## config.mk

```make
export PLATFORM = sky130hd
export DESIGN_NAME = aes_key_schedule
export DESIGN_NICKNAME = d
export VERILOG_FILES = /design/src/rtl/aes_key_schedule.sv
export SDC_FILE = /design/constraint.sdc
export NUM_CORES = 2
export LEC_CHECK = 0
export CAP_MARGIN = 20
export CORE_ASPECT_RATIO = 0.8
export CORE_MARGIN = 4
export CORE_UTILIZATION = 35
export DETAILED_ROUTE_END_ITERATION = 10
export GPL_TIMING_DRIVEN = 0
export SLEW_MARGIN = 25
export SYNTH_ARGS = -nofsm -noshare
export SYNTH_HDL_FRONTEND = slang
export SYNTH_HIERARCHICAL = 1
export SYNTH_SLANG_ARGS = --single-unit
```

## constraint.sdc

```tcl
create_clock -name clk -period 20.4 [get_ports clk]
set_clock_uncertainty 0.15 [all_clocks]
set_input_delay 3.06 -clock clk [delete_from_list [all_inputs] [get_ports clk]]
set_output_delay 3.06 -clock clk [all_outputs]
set_load 0.01 [all_outputs]
```

## src/rtl/aes_key_schedule.sv

```systemverilog
// aes_key_schedule: iterative AES-128/192/256 key expansion.
// One 32-bit schedule word is produced per unstalled cycle from a sliding
// window of the last NK words; every fourth word completes a 128-bit round
// key which is offered on a valid/ready handshake.
// Optional feature macro: AES_KEYSCHED_REVERSE_EN -- buffers the whole
// schedule and emits round keys last-to-first for the decryption datapath.
// Without the macro, rev is ignored and keys are emitted in forward order.

// Combinational AES S-box: GF(2^8) inverse (as x^254) followed by the affine map.
module aes_sbox (
  input  logic [7:0] i_byte,
  output logic [7:0] o_byte
);

  // GF(2^8) multiply modulo x^8 + x^4 + x^3 + x + 1.
  function automatic logic [7:0] gf_mul(input logic [7:0] a, input logic [7:0] b);
    logic [7:0] acc;
    logic [7:0] p;
    acc = 8'h00;
    p   = a;
    for (int k = 0; k < 8; k++) begin
      if (b[k]) acc = acc ^ p;
      p = {p[6:0], 1'b0} ^ (p[7] ? 8'h1b : 8'h00);
    end
    return acc;
  endfunction

  logic [7:0] w_pow;
  logic [7:0] w_inv;

  // Multiplicative inverse by square-and-multiply: x^2 * x^4 * ... * x^128 = x^254 (0 maps to 0).
  always_comb begin
    w_pow = i_byte;
    w_inv = 8'h01;
    for (int k = 1; k < 8; k++) begin
      w_pow = gf_mul(w_pow, w_pow);
      w_inv = gf_mul(w_inv, w_pow);
    end
  end

  assign o_byte = w_inv
                ^ {w_inv[6:0], w_inv[7]}
                ^ {w_inv[5:0], w_inv[7:6]}
                ^ {w_inv[4:0], w_inv[7:5]}
                ^ {w_inv[3:0], w_inv[7:4]}
                ^ 8'h63;

endmodule

module aes_key_schedule #(
  parameter int NK = 4
) (
  input  logic         clk,
  input  logic         reset_n,
  input  logic         start,
  input  logic [255:0] key,
  input  logic         rev,
  output logic         busy,
  output logic         rk_valid,
  input  logic         rk_ready,
  output logic [127:0] rk,
  output logic [3:0]   rk_round,
  output logic         done
);

  localparam int NR = NK + 6;
  localparam int NW = 4 * (NR + 1);
  localparam logic [5:0] NK_W   = 6'(NK);
  localparam logic [5:0] LAST_I = 6'(NW - 1);
  localparam logic [2:0] NK_M1  = 3'(NK - 1);

  typedef enum logic [1:0] {
    S_IDLE,
    S_EXPAND,
    S_RLOAD,
    S_DRAIN
  } state_t;

  state_t r_state;
  state_t w_state_next;

  // Expansion state
  logic [31:0]  r_key_w [8];
  logic [31:0]  r_win [NK];   // r_win[NK-1] = w[i-1], r_win[0] = w[i-NK]
  logic [5:0]   r_i;
  logic [2:0]   r_mod;        // i % NK, tracked incrementally since NK=6 is not a power of two
  logic [7:0]   r_rcon;

  // Output registers
  logic         r_rk_valid;
  logic [127:0] r_rk;
  logic [3:0]   r_rk_round;
  logic         r_done;

  // Datapath wires
  logic         w_stall;
  logic         w_xfer;
  logic         w_gen;
  logic         w_from_key;
  logic         w_rot_word;
  logic         w_sub_only;
  logic [31:0]  w_prev;
  logic [31:0]  w_sub_in;
  logic [31:0]  w_sub_out;
  logic [31:0]  w_temp;
  logic [31:0]  w_word;
  logic [127:0] w_rk_word;
  logic         w_rk_load;
  logic         w_last_word;
  logic         w_rev_mode;
  logic         w_more_rev;
  logic         w_finish;

`ifdef AES_KEYSCHED_REVERSE_EN
  logic         r_rev;
  logic [3:0]   r_rd_round;
  logic [127:0] r_buf [NR+1];

  assign w_rev_mode = r_rev;
  assign w_more_rev = r_rev && (r_rd_round != 4'd0);
`else
  logic         w_unused_rev;

  assign w_rev_mode   = 1'b0;
  assign w_more_rev   = 1'b0;
  assign w_unused_rev = rev;
`endif

  // Handshake / stall qualification
  assign w_stall     = r_rk_valid && !rk_ready;
  assign w_xfer      = r_rk_valid && rk_ready;
  assign w_gen       = (r_state == S_EXPAND) && !w_stall;
  assign w_last_word = (r_i == LAST_I);

  // Word-rule selection
  assign w_from_key = (r_i < NK_W);
  assign w_rot_word = !w_from_key && (r_mod == 3'd0);
  assign w_sub_only = (NK == 8) && !w_from_key && (r_mod == 3'd4);

  assign w_prev   = r_win[NK-1];
  assign w_sub_in = w_rot_word ? {w_prev[23:0], w_prev[31:24]} : w_prev;

  // SubWord: one S-box per byte lane
  generate
    for (genvar gi = 0; gi < 4; gi++) begin : g_sbox
      aes_sbox u_sbox (
        .i_byte (w_sub_in[8*gi +: 8]),
        .o_byte (w_sub_out[8*gi +: 8])
      );
    end
  endgenerate

  // Core recurrence: transform temp according to the word position, fold into w[i-NK].
  always_comb begin
    w_temp = w_prev;
    if (w_rot_word) begin
      w_temp = w_sub_out ^ {r_rcon, 24'h000000};
    end else if (w_sub_only) begin
      w_temp = w_sub_out;
    end
    w_word = w_from_key ? r_key_w[r_mod] : (r_win[0] ^ w_temp);
  end

  // The three previous words plus the new one form the round key when i%4==3.
  assign w_rk_word = {r_win[NK-3], r_win[NK-2], r_win[NK-1], w_word};
  assign w_rk_load = w_gen && (r_i[1:0] == 2'b11);
  assign w_finish  = (r_state == S_DRAIN) && w_xfer && !w_more_rev;

  // State register
  always_ff @(posedge clk or negedge reset_n) begin
    if (!reset_n) begin
      r_state <= S_IDLE;
    end else begin
      r_state <= w_state_next;
    end
  end

  // Next-state logic
  always_comb begin
    w_state_next = r_state;
    case (r_state)
      S_IDLE: begin
        if (start) w_state_next = S_EXPAND;
      end
      S_EXPAND: begin
        if (w_gen && w_last_word) w_state_next = w_rev_mode ? S_RLOAD : S_DRAIN;
      end
      S_RLOAD: begin
        w_state_next = S_DRAIN;
      end
      S_DRAIN: begin
        if (w_xfer) w_state_next = w_more_rev ? S_RLOAD : S_IDLE;
      end
      default: begin
        w_state_next = S_IDLE;
      end
    endcase
  end

  // Key latch, word counter, rcon and sliding window
  always_ff @(posedge clk or negedge reset_n) begin
    if (!reset_n) begin
      r_i    <= '0;
      r_mod  <= '0;
      r_rcon <= 8'h00;
      for (int j = 0; j < 8; j++) r_key_w[j] <= '0;
      for (int j = 0; j < NK; j++) r_win[j] <= '0;
    end else if ((r_state == S_IDLE) && start) begin
      for (int j = 0; j < 8; j++) r_key_w[j] <= key[255 - 32*j -: 32];
      r_i    <= '0;
      r_mod  <= '0;
      r_rcon <= 8'h01;
    end else if (w_gen) begin
      for (int j = 0; j < NK - 1; j++) r_win[j] <= r_win[j+1];
      r_win[NK-1] <= w_word;
      r_i         <= r_i + 6'd1;
      r_mod       <= (r_mod == NK_M1) ? 3'd0 : r_mod + 3'd1;
      if (w_rot_word) begin
        r_rcon <= {r_rcon[6:0], 1'b0} ^ (r_rcon[7] ? 8'h1b : 8'h00);
      end
    end
  end

  // Round-key output register and handshake
  always_ff @(posedge clk or negedge reset_n) begin
    if (!reset_n) begin
      r_rk_valid <= 1'b0;
      r_rk       <= '0;
      r_rk_round <= '0;
      r_done     <= 1'b0;
    end else begin
      r_done <= w_finish;
      if (w_rk_load && !w_rev_mode) begin
        r_rk       <= w_rk_word;
        r_rk_round <= r_i[5:2];
        r_rk_valid <= 1'b1;
`ifdef AES_KEYSCHED_REVERSE_EN
      end else if (r_state == S_RLOAD) begin
        r_rk       <= r_buf[r_rd_round];
        r_rk_round <= r_rd_round;
        r_rk_valid <= 1'b1;
`endif
      end else if (w_xfer) begin
        r_rk_valid <= 1'b0;
      end
    end
  end

`ifdef AES_KEYSCHED_REVERSE_EN
  // Reverse-mode control: latch rev with start, walk the read index from NR down to 0.
  always_ff @(posedge clk or negedge reset_n) begin
    if (!reset_n) begin
      r_rev      <= 1'b0;
      r_rd_round <= '0;
    end else begin
      if ((r_state == S_IDLE) && start) begin
        r_rev <= rev;
      end
      if ((r_state == S_EXPAND) && w_gen && w_last_word) begin
        r_rd_round <= 4'(NR);
      end else if ((r_state == S_DRAIN) && w_xfer && w_more_rev) begin
        r_rd_round <= r_rd_round - 4'd1;
      end
    end
  end

  // Round-key buffer: written during expansion, read when the next key is loaded.
  always_ff @(posedge clk) begin
    if (w_rk_load && r_rev) begin
      r_buf[r_i[5:2]] <= w_rk_word;
    end
  end
`endif

  assign busy     = (r_state != S_IDLE);
  assign rk_valid = r_rk_valid;
  assign rk       = r_rk;
  assign rk_round = r_rk_round;
  assign done     = r_done;

endmodule

```

# After elaboration in Yosys (flattened, before gate mapping)
# Cells that the tools add are included.
[classes]
addsub = 2
n_lt_le_gt_ge = 2
eq_ne = 9
muxes = 833
n_bitwise = 781
n_reduce_logical = 20
[ops]
columns = ["op", "count"]
rows = [
  ["bitwise XOR 8 bit", 744],
  ["2-to-1 mux 8 bit", 423],
  ["2-to-1 mux 5 bit", 369],
  ["2-to-1 mux 32 bit", 5],
  ["binary-select mux 32 bit (select 3 bit)", 1],
  ["bitwise XOR 32 bit", 2],
  ["2-to-1 mux 6 bit", 6],
  ["2-to-1 mux 7 bit", 4],
  ["NOT 1 bit, first input constant", 28],
  ["2-to-1 mux 3 bit", 7],
  ["2-to-1 mux 4 bit", 4],
  ["NOT 4 bit", 4],
  ["2-to-1 mux 2 bit", 7],
  ["logical AND 1 bit", 8],
  ["one-hot mux 2 bit (4 select lines)", 1],
  ["nonzero test 2 bit", 4],
  ["bitwise XOR 8 x 5 -> 8 bit", 1],
  ["adder 6 x 1 -> 6 bit, second input constant", 1],
  ["equality test 2 bit, second input constant", 3],
  ["equality test 6 bit, second input constant", 1],
  ["< comparator 6 x 3 -> 1 bit, second input constant", 1],
  ["2-to-1 mux 1 bit", 6],
  ["greater-or-equal comparator 4 bit, second input constant", 1],
  ["!= test 2 bit, second input constant", 2],
  ["other kinds (11)", 14],
]
[word_totals]
regBits = 537

# Depth between registers and ports, before layout
[logic_depth]
depth_word = 140
ltp_mapped = 72
ltp_nobuf = 59

# Cells and area by module
# Netlist, hierarchy kept.
[by_module_without_submodules]
columns = ["mod", "instances", "cells_per_inst", "area_per_inst_um2"]
rows = [
  ["aes_sbox", 4, 1942, 15220.8],
  ["aes_key_schedule", 1, 2089, 23425.0],
]

# Least setup slack after synthesis
# Ideal clock, no wire load.
[synth_path]
kind = "register to register"
startpoint = "register r_mod[1]"
endpoint = "register r_rk[27] (netlist: rk[27])"
t_arrival_ns = 16.510
required_ns = 20.121
slack_ns = 3.611
path_stages_with_launch = 67
n_path_buf = 8
synth_period_minus_slack_ns = 16.789
cell_sequence = "dfrtp_1 > clkinv_1 > clkbuf_1 > ha_1 > nand2b_1 > buf_2 > nor2_1 > buf_2 > mux2_2 > ha_1 > nand2_1 > xor2_1 > inv_2 > buf_1 > clkbuf_1 > ha_1 > buf_1 > nand2_1 > [31 not listed] > a32oi_1 > nand3_1 > a311o_1 > o211ai_2 > o21ai_1 > xnor2_4 > xnor3_1 > xnor2_1 > mux2i_1 > a21oi_1 > xnor3_1 > xnor3_2 > xnor3_1 > xor3_1 > xor2_1 > mux2i_1 > xor2_1 > o21ai_1"
[synth_via]
elab_chain_cells = 135
[synth_lines]
columns = ["element", "line", "rtl"]
rows = [
  ["start, declared", "86", "logic [2:0] r_mod;"],
  ["start signal, assigned", "217", "r_mod <= (r_mod == NK_M1) ? 3'd0 : r_mod + 3'd1;"],
  ["logical NOT 3 bit (*)", "137", "assign w_rot_word = !w_from_key && (r_mod == 3'd0);"],
  ["logical AND 1 bit (*)", "137", ""],
  ["2-to-1 mux 32 bit (*)", "141", "assign w_sub_in = w_rot_word ? {w_prev[23:0], w_prev[31:24]} : w_prev;"],
  ["named net w_sub_in[24]", "103", "logic [31:0] w_sub_in;"],
  ["2-to-1 mux 8 bit", "22", "if (b[k]) acc = acc ^ p;"],
  ["bitwise XOR 8 bit", "22", ""],
  ["2-to-1 mux 8 bit", "22", ""],
  ["bitwise XOR 8 bit", "22", ""],
  ["[121 not listed]", "--", ""],
  ["bitwise XOR 8 bit", "43", "^ {w_inv[5:0], w_inv[7:6]}"],
  ["bitwise XOR 8 bit", "44", "^ {w_inv[4:0], w_inv[7:5]}"],
  ["bitwise XOR 8 bit (*)", "45", "^ {w_inv[3:0], w_inv[7:4]}"],
  ["named net w_sub_out[27]", "104", "logic [31:0] w_sub_out;"],
  ["bitwise XOR 32 bit (*)", "157", "w_temp = w_sub_out ^ {r_rcon, 24'h000000};"],
  ["2-to-1 mux 32 bit (*)", "156", "if (w_rot_word) begin"],
  ["bitwise XOR 32 bit (*)", "161", "w_word = w_from_key ? r_key_w[r_mod] : (r_win[0] ^ w_temp);"],
  ["2-to-1 mux 32 bit (*)", "161", ""],
  ["end signal, assigned", "234", "r_rk <= w_rk_word;"],
  ["end, declared", "91", "logic [127:0] r_rk;"],
]
# Mark *: on every way through the listed nets, which the timed path passes. The rest lies on a longest branch. The select of a mux whose other input is x is not followed.
# A chain may end at the register's enable or synchronous reset.

# Worst setup path after layout
[layout_path]
startpoint = "register r_mod[0]"
endpoint = "register r_win, in the netlist w_prev[16]"
[layout_via]
elab_chain_cells = 136
[layout_lines]
columns = ["element", "line", "rtl"]
rows = [
  ["logical NOT 3 bit (*)", "137", ""],
  ["logical AND 1 bit (*)", "137", ""],
  ["2-to-1 mux 32 bit (*)", "141", ""],
  ["named net w_sub_in[23]", "103", ""],
  ["2-to-1 mux 5 bit or 2-to-1 mux 8 bit (tied branches)", "23, 22", ""],
  ["bitwise XOR 8 bit, on equally long branches", "23, 22", ""],
  ["bitwise XOR 8 bit or 2-to-1 mux 8 bit (tied branches)", "22", ""],
  ["2-to-1 mux 8 bit or bitwise XOR 8 bit (tied branches)", "22", ""],
  ["[122 not listed]", "--", ""],
  ["bitwise XOR 8 bit", "44", ""],
  ["bitwise XOR 8 bit (*)", "45", ""],
  ["NOT 4 bit (no source line) (*)", "--", ""],
  ["named net w_sub_out[16]", "104", ""],
  ["bitwise XOR 32 bit (*)", "157", ""],
  ["2-to-1 mux 32 bit (*)", "156", ""],
  ["bitwise XOR 32 bit (*)", "161", ""],
  ["2-to-1 mux 32 bit (*)", "161", ""],
  ["end signal, assigned by index", "215", "r_win[NK-1] <= w_word;"],
  ["end, declared", "84", "logic [31:0] r_win [NK];"],
]
# Marks and branches as above.

==> qor.yml <==
route:
  wl_per_cell_um: 22.8
  viasPerCell: 5.63
  drc: 0
  first_pass_iters: 8
  drt_iter0_drc: 7881
  wl_mm: 309
  final_antenna_net_count: 0
  num_vias: 76300
finish:
  final_layout_size_suffix_gt1_share_pct: 13.5
  finalCoreUtilization_pct: 40.1
  nNetsFinal: 10600
  mostFrequentLayoutCell: "nand2_1"
  layoutNonFillerInstCount: 13500
  synthToLayoutAreaGrowth_pct: 13.4
  layout_common_cells: "1671 x nand2_1, 1336 x xnor2_1, 1092 x nor2_1, 537 x dfrtp_1, 393 x clkdlybuf4s50_1"
global_route:
  grt_busiest_layer: "met2"
  grt_pass1_wl_mm: 468
  grt.overflow.total: 0
  use_met1_pct: 34.6
  grt_pass1_vias: 73500
  track_usage_pct: 23.9
  met2_usage_pct: 36.4
  grtUsageMet3_pct: 3.95
  grt_antenna_before_repair: 10
  grt_max_degree: 96
timing:
  post-route-min-period_ns: 19.55
  fmax_mhz: 51.2
  setup_viol: 0
  worst_pin_slew_ns: 1.22
  postLayoutSetupSlackWorst_ns: 0.851
  slew_headroom_pct: 18.3
  finalCritPeriodShare_pct: 95.8
  maxSlewViolCount: 0
  hold_viol: 0
  hold_ws_ns: 0.318
worst_setup_path:
  critical_path.max_fanout: 19
  path_buf_inv: 16
  cp_common_cell: "xnor2_1"
  path_delay_family: "XOR/XNOR gates"
  critPathRequiredTime_ns: 20.75
  crit_path_top_delay_cell: "xnor3_1"
  crit_type: "reg -> reg"
  worst_setup_path_start_kind: "flip-flop"
  crit_path_max_incr_delay_ns: 0.54
  end_kind: "flip-flop"
  crit_arrival_ns: 19.90
place:
  dp_hpwl_mm: 243
  dp.cells: 13400
  place_congestion: 0.977
  dp_slack_ns: -1.63
  port_buffers: 394
synth:
  synth_cells: 9857
  yosys_warnings: 6
  synthArstFlopShare_pct: 100
  synth_area_leaders: "dfrtp_1 16%, xnor2_1 14%, xnor3_1 9.5%, nand2_1 7.4%, nor2_1 4.9%"
  syn_nets: 10200
  synth_area_mm2: 0.0843
  synth_top_flop_cell: "dfrtp_1"
  synth.largest_area_cell: "dfrtp_1"
  synth_seq_area_share_pct: 15.9
  ys_ff_latch: 537
  synth_top_area_share_pct: 15.9
  synth.distinct_cells: 119
  synth.avg_cell_area_um2: 8.55
  synth_enable_flop_cells: 0
floorplan:
  coreArea_mm2: 0.239
  rows: 160
  start_util_pct: 35.3
  die_w_um: 557
  ios: 396
  dieArea_mm2: 0.249
  dieHeight_um: 447
clock_network:
  clock-sinks: 537
  cts_buffer_depth: 3
  htree_levels: 2
  hold_buffers: 0
  clk_latency_ns: 0.70
  cts_tree: "built"
  clkTransAtPathRegs_ns: 0.06
  cts_made_buffers: 60
  clockRootBuffer: "clkbuf_16"
flow_run:
  cap_violations: 0
hold_path:
  min_path_type: "reg -> reg"
outcome:
  status: "finished, final reports clean"
-- synth_stat cells (all sizes together) (62+ instances only) --
cell type / instances
clkbuf: 353
xnor3: 400
o22ai: 112
a31oi: 69
nor2: 1117
a21oi: 315
mux4: 64
buf: 309
xor2: 465
nand2b: 99
and2: 63
nand2: 1675
a22oi: 92
o211ai: 96
xnor2: 1615
nor3: 221
dfrtp: 537
o21ai: 316
nand3: 188
nor2b: 81
mux2: 313
nand4: 62
a211oi: 63
inv: 82
mux2i: 278
-- layer usage --
layer | vias up | share of wire [%]
met3 | 448 | 8.6
li1 | 35000 | -
met2 | 3504 | 43
met5 | - | 0.016
met1 | 37400 | 45
met4 | 10 | 3.6
-- worst register-to-register path: cells and delay by family, from the launching register on --
kind            cells  cell delay [ns]
xor+xnor           18             6.03
fa+ha+maj           5             1.60
buf+inv            16             4.10
simple gates       11             2.20
compound gates     13             3.55
mux                 4             1.30
flops               1             0.45
-- layout make-up --
type / count / area, µm²
antenna: 3 / 7.51
timing repair buffer: 414 / 4220
sequential: 537 / 13400
clock buffer: 83 / 1720
inverter: 91 / 345
buffer: 656 / 3200
multi-input combinational: 8567 / 68300
clock inverter: 30 / 417
fill: 23800 / 143000
tap: 3159 / 3950
-- path summary, 6_finish.rpt --
| kind | start | to | slack (ns) | cells past startpoint |
|---|---|---|---|---|
| setup / recovery | r_mod[0] | w_prev[16] | 0.85 | 67 |
| min in group asynchronous | reset_n | r_key_w[38] | 2.21 | 1 |
| hold / removal | r_key_w[24] | r_key_w[24] | 0.32 | 2 |
| hold reg to reg | r_key_w[24] | r_key_w[24] | 0.32 | 2 |
| setup reg to reg | r_mod[0] | w_prev[16] | 0.85 | 67 |
| max in group asynchronous | reset_n | rk[110] | 16.02 | 4 |
-- kinds of logic after synthesis --
kind of cell | share of synthesized area [%]
buf+inv | 4.18
xor+xnor | 37.4
flops | 15.9
simple gates | 19.6
fa+ha+maj | 0.567
compound gates | 13.0
mux | 9.31
-- per-stage QoR --
step / area [µm²] / TNS (ns)
after global routing: 95600 / -0.0862
after global placement: 92200 / -4329.39
after detailed placement: 92500 / -72.44
final: 95600 / 0
after CTS: 94800 / 0
after floorplan: 84300 / 0
-- sequential cells by signal, summed over array words and instances, names as in the netlist --
| register | flops |
|---|---|
| rk_round | 4 |
| w_prev | 32 |
| rk_valid | 1 |
| r_rcon | 8 |
| r_win | 96 |
| done | 1 |
| r_mod | 3 |
| r_state | 2 |
| rk | 128 |
| r_key_w | 256 |
| r_i | 6 |
-- repair_timing --
item / CTS / global route
setup buffers: 0 / 14
pin swaps: 2 / 6
endpoints found under the setup margin: 64 / 64
resized for setup: 29 / 127
hold endpoints to repair: 0 / 0
Power is not shown: default switching activity piles up to over one toggle a cycle in this logic, so the estimate is an artifact.
